### config.mk
export PLATFORM = sky130hd
export DESIGN_NAME = mips_alu_flat
export DESIGN_NICKNAME = d
export VERILOG_FILES = /design/src/rtl/mips_alu_if.sv /design/src/rtl/mips_alu.sv /design/src/flat_wrapper.sv
export SDC_FILE = /design/constraint.sdc
export NUM_CORES = 1
export LEC_CHECK = 0
export CAP_MARGIN = 20
export CELL_PAD_IN_SITES_DETAIL_PLACEMENT = 1
export CELL_PAD_IN_SITES_GLOBAL_PLACEMENT = 1
export CORE_UTILIZATION = 40
export DETAILED_ROUTE_END_ITERATION = 16
export PLACE_DENSITY_LB_ADDON = 0.3
export SLEW_MARGIN = 0
export SYNTH_ARGS = -nofsm -noshare
export SYNTH_HDL_FRONTEND = slang
export SYNTH_SLANG_ARGS = --single-unit
### constraint.sdc
create_clock -name clk -period 12 [get_ports clk]
set_clock_uncertainty 0.2 [all_clocks]
set_input_delay 3.6 -clock clk [delete_from_list [all_inputs] [get_ports clk]]
set_output_delay 3.6 -clock clk [all_outputs]
set_load 0.05 [all_outputs]
### src/rtl/mips_alu_if.sv
// ============================================================================
// Module  : mips_alu_if
// Brief   : Operand/control bundle between the EX-stage glue and mips_alu.
// Revision: 1.0
// ============================================================================
`default_nettype none

interface mips_alu_if;
  logic        in_valid;
  logic [4:0]  in_alu_ctl;
  logic [31:0] in_op1;
  logic [31:0] in_op2;
  logic        out_valid;
  logic [31:0] out_result;
  logic        out_branch_outcome;
  logic        done;
  logic        pass;

  modport master (
    output in_valid, in_alu_ctl, in_op1, in_op2,
    input  out_valid, out_result, out_branch_outcome, done, pass
  );

  modport slave (
    input  in_valid, in_alu_ctl, in_op1, in_op2,
    output out_valid, out_result, out_branch_outcome, done, pass
  );
endinterface

`default_nettype wire

### src/rtl/mips_alu.sv
// ============================================================================
// Module  : mips_alu
// Brief   : MIPS32 execute-stage ALU with branch resolution and MTC0 flags.
// Revision: 1.0
// ============================================================================
`default_nettype none

module mips_alu (
  input  wire logic    clk,
  input  wire logic    rst,
  mips_alu_if.slave    bus
);

  localparam logic [4:0] c_NOP       = 5'd0;
  localparam logic [4:0] c_ADD       = 5'd1;
  localparam logic [4:0] c_ADDU      = 5'd2;
  localparam logic [4:0] c_SUB       = 5'd3;
  localparam logic [4:0] c_SUBU      = 5'd4;
  localparam logic [4:0] c_AND       = 5'd5;
  localparam logic [4:0] c_OR        = 5'd6;
  localparam logic [4:0] c_XOR       = 5'd7;
  localparam logic [4:0] c_SLT       = 5'd8;
  localparam logic [4:0] c_SLTU      = 5'd9;
  localparam logic [4:0] c_SLL       = 5'd10;
  localparam logic [4:0] c_SRL       = 5'd11;
  localparam logic [4:0] c_SRA       = 5'd12;
  localparam logic [4:0] c_SLLV      = 5'd13;
  localparam logic [4:0] c_SRLV      = 5'd14;
  localparam logic [4:0] c_SRAV      = 5'd15;
  localparam logic [4:0] c_LUI       = 5'd16;
  localparam logic [4:0] c_MTC0_PASS = 5'd18;
  localparam logic [4:0] c_MTC0_FAIL = 5'd19;
  localparam logic [4:0] c_MTC0_DONE = 5'd20;
  localparam logic [4:0] c_BA        = 5'd21;
  localparam logic [4:0] c_BEQ       = 5'd22;
  localparam logic [4:0] c_BNE       = 5'd23;
  localparam logic [4:0] c_BLEZ      = 5'd24;
  localparam logic [4:0] c_BGTZ      = 5'd25;
  localparam logic [4:0] c_BGEZ      = 5'd26;
  localparam logic [4:0] c_BLTZ      = 5'd27;

  logic [31:0] w_op1;
  logic [31:0] w_op2;
  logic [4:0]  w_shamt;
  logic        w_op1_neg;
  logic        w_op1_zero;
  logic [31:0] w_result;
  logic        w_taken;
  logic        r_done;
  logic        r_pass;

  assign w_op1      = bus.in_op1;
  assign w_op2      = bus.in_op2;
  assign w_shamt    = w_op2[4:0];
  assign w_op1_neg  = w_op1[31];
  assign w_op1_zero = (w_op1 == 32'd0);

  // MTC0 and NOP codes fall through to the zero default.
  always_comb begin
    w_result = 32'd0;
    w_taken  = 1'b0;
    if (bus.in_valid) begin
      case (bus.in_alu_ctl)
        c_ADD, c_ADDU: w_result = w_op1 + w_op2;
        c_SUB, c_SUBU: w_result = w_op1 - w_op2;
        c_AND:         w_result = w_op1 & w_op2;
        c_OR:          w_result = w_op1 | w_op2;
        c_XOR:         w_result = w_op1 ^ w_op2;
        c_SLT:         w_result = {31'd0, ($signed(w_op1) < $signed(w_op2))};
        c_SLTU:        w_result = {31'd0, (w_op1 < w_op2)};
        c_SLL, c_SLLV: w_result = w_op1 << w_shamt;
        c_SRL, c_SRLV: w_result = w_op1 >> w_shamt;
        c_SRA, c_SRAV: w_result = $unsigned($signed(w_op1) >>> w_shamt);
        c_LUI:         w_result = {w_op2[15:0], 16'h0000};
        c_BA:          w_taken  = 1'b1;
        c_BEQ:         w_taken  = (w_op1 == w_op2);
        c_BNE:         w_taken  = (w_op1 != w_op2);
        c_BLEZ:        w_taken  = w_op1_neg | w_op1_zero;
        c_BGTZ:        w_taken  = ~w_op1_neg & ~w_op1_zero;
        c_BGEZ:        w_taken  = ~w_op1_neg;
        c_BLTZ:        w_taken  = w_op1_neg;
        default:       w_result = 32'd0;
      endcase
    end
  end

  // Test-completion flags: done is sticky, pass follows the last PASS/FAIL.
  always_ff @(posedge clk or posedge rst) begin
    if (rst) begin
      r_done <= 1'b0;
      r_pass <= 1'b0;
    end else if (bus.in_valid) begin
      case (bus.in_alu_ctl)
        c_MTC0_PASS: r_pass <= 1'b1;
        c_MTC0_FAIL: r_pass <= 1'b0;
        c_MTC0_DONE: r_done <= 1'b1;
        default:     r_done <= r_done;
      endcase
    end
  end

  assign bus.out_valid          = bus.in_valid;
  assign bus.out_result         = w_result;
  assign bus.out_branch_outcome = w_taken;
  assign bus.done               = r_done;
  assign bus.pass               = r_pass;

endmodule

`default_nettype wire

### src/flat_wrapper.sv
// flat-port wrapper written by rule: the top's interface ports become plain ports
module mips_alu_flat 
  (clk, rst, bus_in_valid, bus_in_alu_ctl, bus_in_op1, bus_in_op2, bus_out_valid, bus_out_result, bus_out_branch_outcome, bus_done, bus_pass);
  mips_alu_if bus_i ();
  input  wire logic clk;
  input  wire logic rst;
  input wire logic [$bits(bus_i.in_valid)-1:0] bus_in_valid;
  input wire logic [$bits(bus_i.in_alu_ctl)-1:0] bus_in_alu_ctl;
  input wire logic [$bits(bus_i.in_op1)-1:0] bus_in_op1;
  input wire logic [$bits(bus_i.in_op2)-1:0] bus_in_op2;
  output wire logic [$bits(bus_i.out_valid)-1:0] bus_out_valid;
  output wire logic [$bits(bus_i.out_result)-1:0] bus_out_result;
  output wire logic [$bits(bus_i.out_branch_outcome)-1:0] bus_out_branch_outcome;
  output wire logic [$bits(bus_i.done)-1:0] bus_done;
  output wire logic [$bits(bus_i.pass)-1:0] bus_pass;
  assign bus_i.in_valid = bus_in_valid;
  assign bus_i.in_alu_ctl = bus_in_alu_ctl;
  assign bus_i.in_op1 = bus_in_op1;
  assign bus_i.in_op2 = bus_in_op2;
  assign bus_out_valid = bus_i.out_valid;
  assign bus_out_result = bus_i.out_result;
  assign bus_out_branch_outcome = bus_i.out_branch_outcome;
  assign bus_done = bus_i.done;
  assign bus_pass = bus_i.pass;
  mips_alu u_core (.clk(clk), .rst(rst), .bus(bus_i));
endmodule
---- Yosys cells after proc, flatten, opt, wreduce, memory -nomap -nowiden ----
Cells that the tools add are included.
word-level totals
  input bits .............................. 72
  register bits after elaboration ......... 2
  memory bits (read-only) ................. 0
  memories kept ........................... 0
  bits in latches ......................... 0
  word-level logic and storage cells ...... 58
  bits in writable memories ............... 0
cells by class
  $add $sub $neg .......................... 2
  multipliers ............................. 0
  reductions and logical operators ........ 9
  bitwise logic cells ..................... 7
  order comparisons ....................... 2
  shift operators ......................... 3
  mux-type cells .......................... 5
  equality and inequality tests ........... 28
  div/mod/pow operators ................... 0
operators with widths
  operator                                                          number
  32-bit case mux with 11 select lines                              1
  32-bit < comparator                                               2
  5-bit == test (second input constant)                             11
  5-bit by 4-bit == test with 1-bit output (second input constant)  8
  32-bit adder                                                      1
  32-bit bitwise AND                                                1
  32-bit == test                                                    1
  32-bit logical NOT                                                1
  32-bit two-way mux                                                1
  32-bit inequality test                                            1
  32-bit OR                                                         1
  32-bit by 5-bit << shifter with 32-bit output                     1
  32-bit by 5-bit >> shifter with 32-bit output                     1
  32-bit by 5-bit >>> shifter with 32-bit output                    1
  32-bit subtractor                                                 1
  32-bit bitwise XOR                                                1
  5-bit by 3-bit == test with 1-bit output (second input constant)  4
  5-bit by 2-bit == test with 1-bit output (second input constant)  2
  2-bit OR reduction                                                5
  1-bit case mux with 7 select lines                                1
  5-bit by 1-bit == test with 1-bit output (second input constant)  1
  2-bit AND reduction                                               2
  1-bit inverter                                                    2
  1-bit case mux with 2 select lines                                1
  4 further kinds                                                   4

---- Longest topological paths before layout ----
  depth in word-level cells ............... 5
  depth in mapped cells ................... 15

---- Worst setup path before layout ----
No wires, ideal clock.
  kind .................................... input port to output port
  start point ............................. input port bus_in_op2[3]
  end point ............................... output port bus_out_result[24]
  path slack .............................. 0.808 ns
  arrival ................................. 7.392 ns
  required time ........................... 8.200 ns
  cell stages on the path ................. 15
  cell sequence ........................... clkbuf_1 -> inv_1 -> clkbuf_1 -> clkbuf_1 -> ha_1 -> buf_2 -> nor3_1 -> nor2b_1 -> or3_4 -> a221oi_4 -> o211a_4 -> o31a_2 -> a21oi_1 -> or3_1 -> a31oi_1
between the ends
  cells in the longest elaborated chain, start to end .. 3
  elaborated cells between the ends (all ways) .. 7
  classes of those cells .................. 2 x add/sub; 3 x shift; 2 x mux
RTL lines
  item                                             line                text
  start, declared                                  flat_wrapper.sv:10  input wire logic [$bits(bus_i.in_op2)-1:0] bus_in_op2;
  32-bit subtractor, or another cell as far along  mips_alu.sv:65      c_SUB, c_SUBU: w_result = w_op1 - w_op2;
  32-bit case mux with 11 select lines *           mips_alu.sv:63      case (bus.in_alu_ctl)
  32-bit two-way mux *                             mips_alu.sv:62      if (bus.in_valid) begin
  end, declared                                    flat_wrapper.sv:12  output wire logic [$bits(bus_i.out_result)-1:0] bus_out_result;
Mark *: on every way between the ends. The rest lies on a longest branch, timed or not.

---- Worst setup path after layout ----
  start point ............................. input port bus_in_op1[7]
  end point ............................... output port bus_out_result[31]
between the ends
  cells in the longest elaborated chain, start to end .. 3
  elaborated cells between the ends (all ways) .. 7
  classes of those cells .................. 2 x add/sub; 3 x shift; 2 x mux
RTL lines
  item                                             line               text
  start, declared                                  flat_wrapper.sv:9  input wire logic [$bits(bus_i.in_op1)-1:0] bus_in_op1;
  32-bit subtractor, or another cell as far along  mips_alu.sv:65
  32-bit case mux with 11 select lines *           mips_alu.sv:63
  32-bit two-way mux *                             mips_alu.sv:62
Marks and branches as above.

==> results by group <==
Status
  • Status: completed

Final layout
  • Share of layout cells above drive strength 1: 12.4%
  • Most frequent cells in the layout: nor2_1, a21oi_1, nand2_1, o21ai_0, ha_1
  • Commonest non-fill, non-tap cell in the layout: nor2_1
  • Fill cell count: 2930
  • Syn-to-layout area delta: 17.7%
  • Nets: 1611
  • Diodes inserted: 0

Setup path
  • CP top delay family: compound AO/OA/AOI/OAI gates
  • Crit path depth: 14
  • Worst EP required: 8.20 ns
  • Crit path launch type: input port
  • R2r startpoint: u_core.bus.done$_DFFE_PP0P_
  • Worst path slowest cell: clkdlybuf4s50_1
  • Critical Path, Cell by Cell: clkdlybuf4s50_1 -> inv_1 -> ha_1 -> inv_1 -> o31ai_1 -> or3_1 -> o21ai_0 -> buf_4 -> o211ai_1 -> a21oi_1 -> xnor2_1 -> a2111oi_0 -> a21oi_1 -> buf_12
  • Slowest stage delay, CP: 0.82 ns
  • Worst setup path category: in2out
  • R2R Setup Slk: 11.11 ns
  • RR Endpoint: u_core.bus.done$_DFFE_PP0P_
  • CP Max Fanout: 11
  • CP bufs+invs: 5
  • Worst reg2reg path depth: 1
  • CP Capture Type: output pin
  • CP Launch Point: bus_in_op1[7]
  • Worst EP arrival: 7.97 ns
  • Crit path capture: bus_out_result[31]

STA
  • Max-slew violations: 0
  • Worst setup margin: 0.227 ns
  • TNS Setup: 0 ns
  • FMAX: 84.9 MHz
  • Final setup violation count: 0
  • Final min period: 11.77 ns
  • Slew headroom: 36.9%
  • Final hold violation count: 0
  • Final period util: 98.1%
  • RSZ-0062 raised after global routing: false
  • Slew @ Worst Pin: 0.945 ns

Synth
  • Post-synthesis sequential element count: 2
  • Leading area contributor after synthesis: ha_1
  • Syn avg cell area: 6.76 µm²
  • Syn Inst Count: 1394
  • Syn Nets: 1572
  • Synth Flop Type: dfrtp_1
  • Post-synth EDFFs: 0
  • Asr flop ratio synth: 100%
  • Register area share after synthesis: 0.531%
  • Yosys warns: 0
  • Top cell type's share of synthesized area: 13.8%
  • Synth area leaders: ha_1, mux4_2, a21oi_1, nor2_1, o21ai_0
  • Unique masters post-synth: 83
  • Synth Cell Area: 9430 µm²

Clocking
  • H-tree depth: 1
  • Worst-Skew Late Latency: 0.22 ns
  • Deepest clock path buffer count: 2
  • Post-CTS resize count: 0
  • # clock sinks: 2
  • Post-CTS Setup Bufs: 0
  • CTS Buf Count: 3
  • Hold_buf cts: 0
  • TritonCTS clock tree: yes
  • Root Driver: clkbuf_16
  • Worst-path clk slew: 0.03 ns

Min path
  • HP Class: reg2reg

GRT
  • Initial antenna violation count: 1
  • M1 GR Usage: 49.9%
  • GR Util met3: 6.18%
  • Busiest layer in global routing: met2
  • Grt ovf: 0
  • Largest net degree at the start of global routing: 93
  • Grt met2 use: 62.8%
  • First-pass GRT wire length: 72600 µm
  • Gr usage total: 39.2%
  • Number of global-route vias before repair: 11878

Route
  • Via density: 6.86
  • DRT iter0 DRCs: 1401
  • DRC: 0
  • Routed vias: 11964
  • Drt pass-1 iters: 5
  • Post-DRT Antenna Nets: 0
  • Total wire length: 47800 µm
  • WL/cell: 27.4 µm

Place
  • Hpwl dp: 37000 µm
  • Global placer's final weighted congestion: 0.988
  • Place WS: 0.526 ns
  • Port Buf Inserts: 107

Run
  • Maximum capacitance violations: 0

Floorplanning
  • I/O pin total: 108
  • Initial core utilization: 41.3%
  • Full die area: 24200 µm²
  • Core area: 22800 µm²
  • Die height: 156 µm
  • Die Span X: 156 µm
  • # rows: 55

Power and ir drop
  • Lkg Pwr: 4.59 nW
  • Power Density: 53.1 nW/µm²
  • Worst vdd ir: 0.0599 mV
-- worst min path at each step --
stage / start / to / slack (ns) / cells after the start
CTS: u_core.bus.done$_DFFE_PP0P_ / u_core.bus.done$_DFFE_PP0P_ / 0.28 / 1
detailed placement: u_core.bus.pass$_DFFE_PP0P_ / u_core.bus.pass$_DFFE_PP0P_ / 0.27 / 2
global placement: u_core.bus.pass$_DFFE_PP0P_ / u_core.bus.pass$_DFFE_PP0P_ / 0.27 / 2
floorplan: u_core.bus.pass$_DFFE_PP0P_ / u_core.bus.pass$_DFFE_PP0P_ / 0.56 / 2
finish: u_core.bus.done$_DFFE_PP0P_ / u_core.bus.done$_DFFE_PP0P_ / 0.28 / 1
global route: u_core.bus.done$_DFFE_PP0P_ / u_core.bus.done$_DFFE_PP0P_ / 0.29 / 1
-- stage by stage --
stage / total power [mW] / util (%) / cell area [µm²] / instances / hold slack [ns]
floorplan: 0.336 / - / 9430 / 1394 / 0.556
global placement: 0.513 / 48.2 / 11000 / 1741 / 0.271
detailed placement: 0.522 / 48.2 / 11000 / 1741 / 0.269
CTS: 0.577 / 48.6 / 11100 / 1744 / 0.278
global route: 0.621 / 48.6 / 11100 / 1744 / 0.290
finish: 0.589 / 48.6 / 11100 / 1744 / 0.277
-- metal layers --
layer	vias to the layer above	wire (µm)
met4	2	2890
met5	-	13
met1	5831	19000
met3	165	4530
met2	700	21400
li1	5266	-
-- power by group --
| part | total, mW | leakage [nW] | switching [mW] | internal, mW |
|---|---|---|---|---|
| Sequential | 0.00898 | 0.0241 | 0.000746 | 0.00823 |
| Combinational | 0.529 | 4.53 | 0.331 | 0.197 |
| Clock | 0.0515 | 0.0370 | 0.00895 | 0.0425 |
-- synth_stat cells, types with 5 or more instances --
cell and count:
a21o_1 16, a31oi_1 26, nor4_1 21, a211oi_1 29
mux2i_1 44, a21oi_1 123, nor2_1 161, or3_1 12
o21a_1 13, a22o_1 5, and2_1 8, o22ai_1 16
and3_1 10, o21bai_1 13, nand2b_1 15, buf_4 5
o31ai_1 18, a2111oi_0 7, mux4_2 47, a221oi_1 23
buf_2 20, nand4_1 5, xor2_1 5, clkbuf_1 84
a22oi_1 7, nand3_1 29, ha_1 104, nand2_1 115
o221ai_1 7, a221o_1 10, o21ai_0 106, buf_1 22
xnor2_1 11, o211ai_1 30, mux2_2 11, nor4b_1 5
nor2b_1 12, inv_1 95, nor3_1 29
-- state kept, by name, indices dropped and copies added (netlist names) --
name	flops
u_core.bus.done	1
u_core.bus.pass	1
-- cell type report --
| cell class | instances | area [µm²] | share of cell area [%] |
|---|---|---|---|
| multi-input cells | 1164 | 8490 | 76.5 |
| clock buffers | 3 | 75.1 | 0.677 |
| repair buffers | 166 | 1730 | 15.6 |
| flip-flops and latches | 2 | 50.0 | 0.451 |
| inverters | 96 | 360 | 3.25 |
| well taps | 313 | 392 | 3.53 |
-- cells by family (layout without fill, tap and decap cells) --
| kind of cell | Yosys count | count (layout) | synth area share (%) |
|---|---|---|---|
| XOR/XNOR | 16 | 16 | 1.49 |
| multiplexers | 102 | 102 | 17.2 |
| buffers and inverters | 228 | 265 | 9.62 |
| AND/OR/NAND/NOR | 437 | 437 | 21.3 |
| adder cells (fa/ha/maj) | 106 | 106 | 14.2 |
| flip-flops | 2 | 2 | 0.531 |
| AO/OA/AOI/OAI | 503 | 503 | 35.6 |
Note: power is estimated with default switching activity, not from simulation.
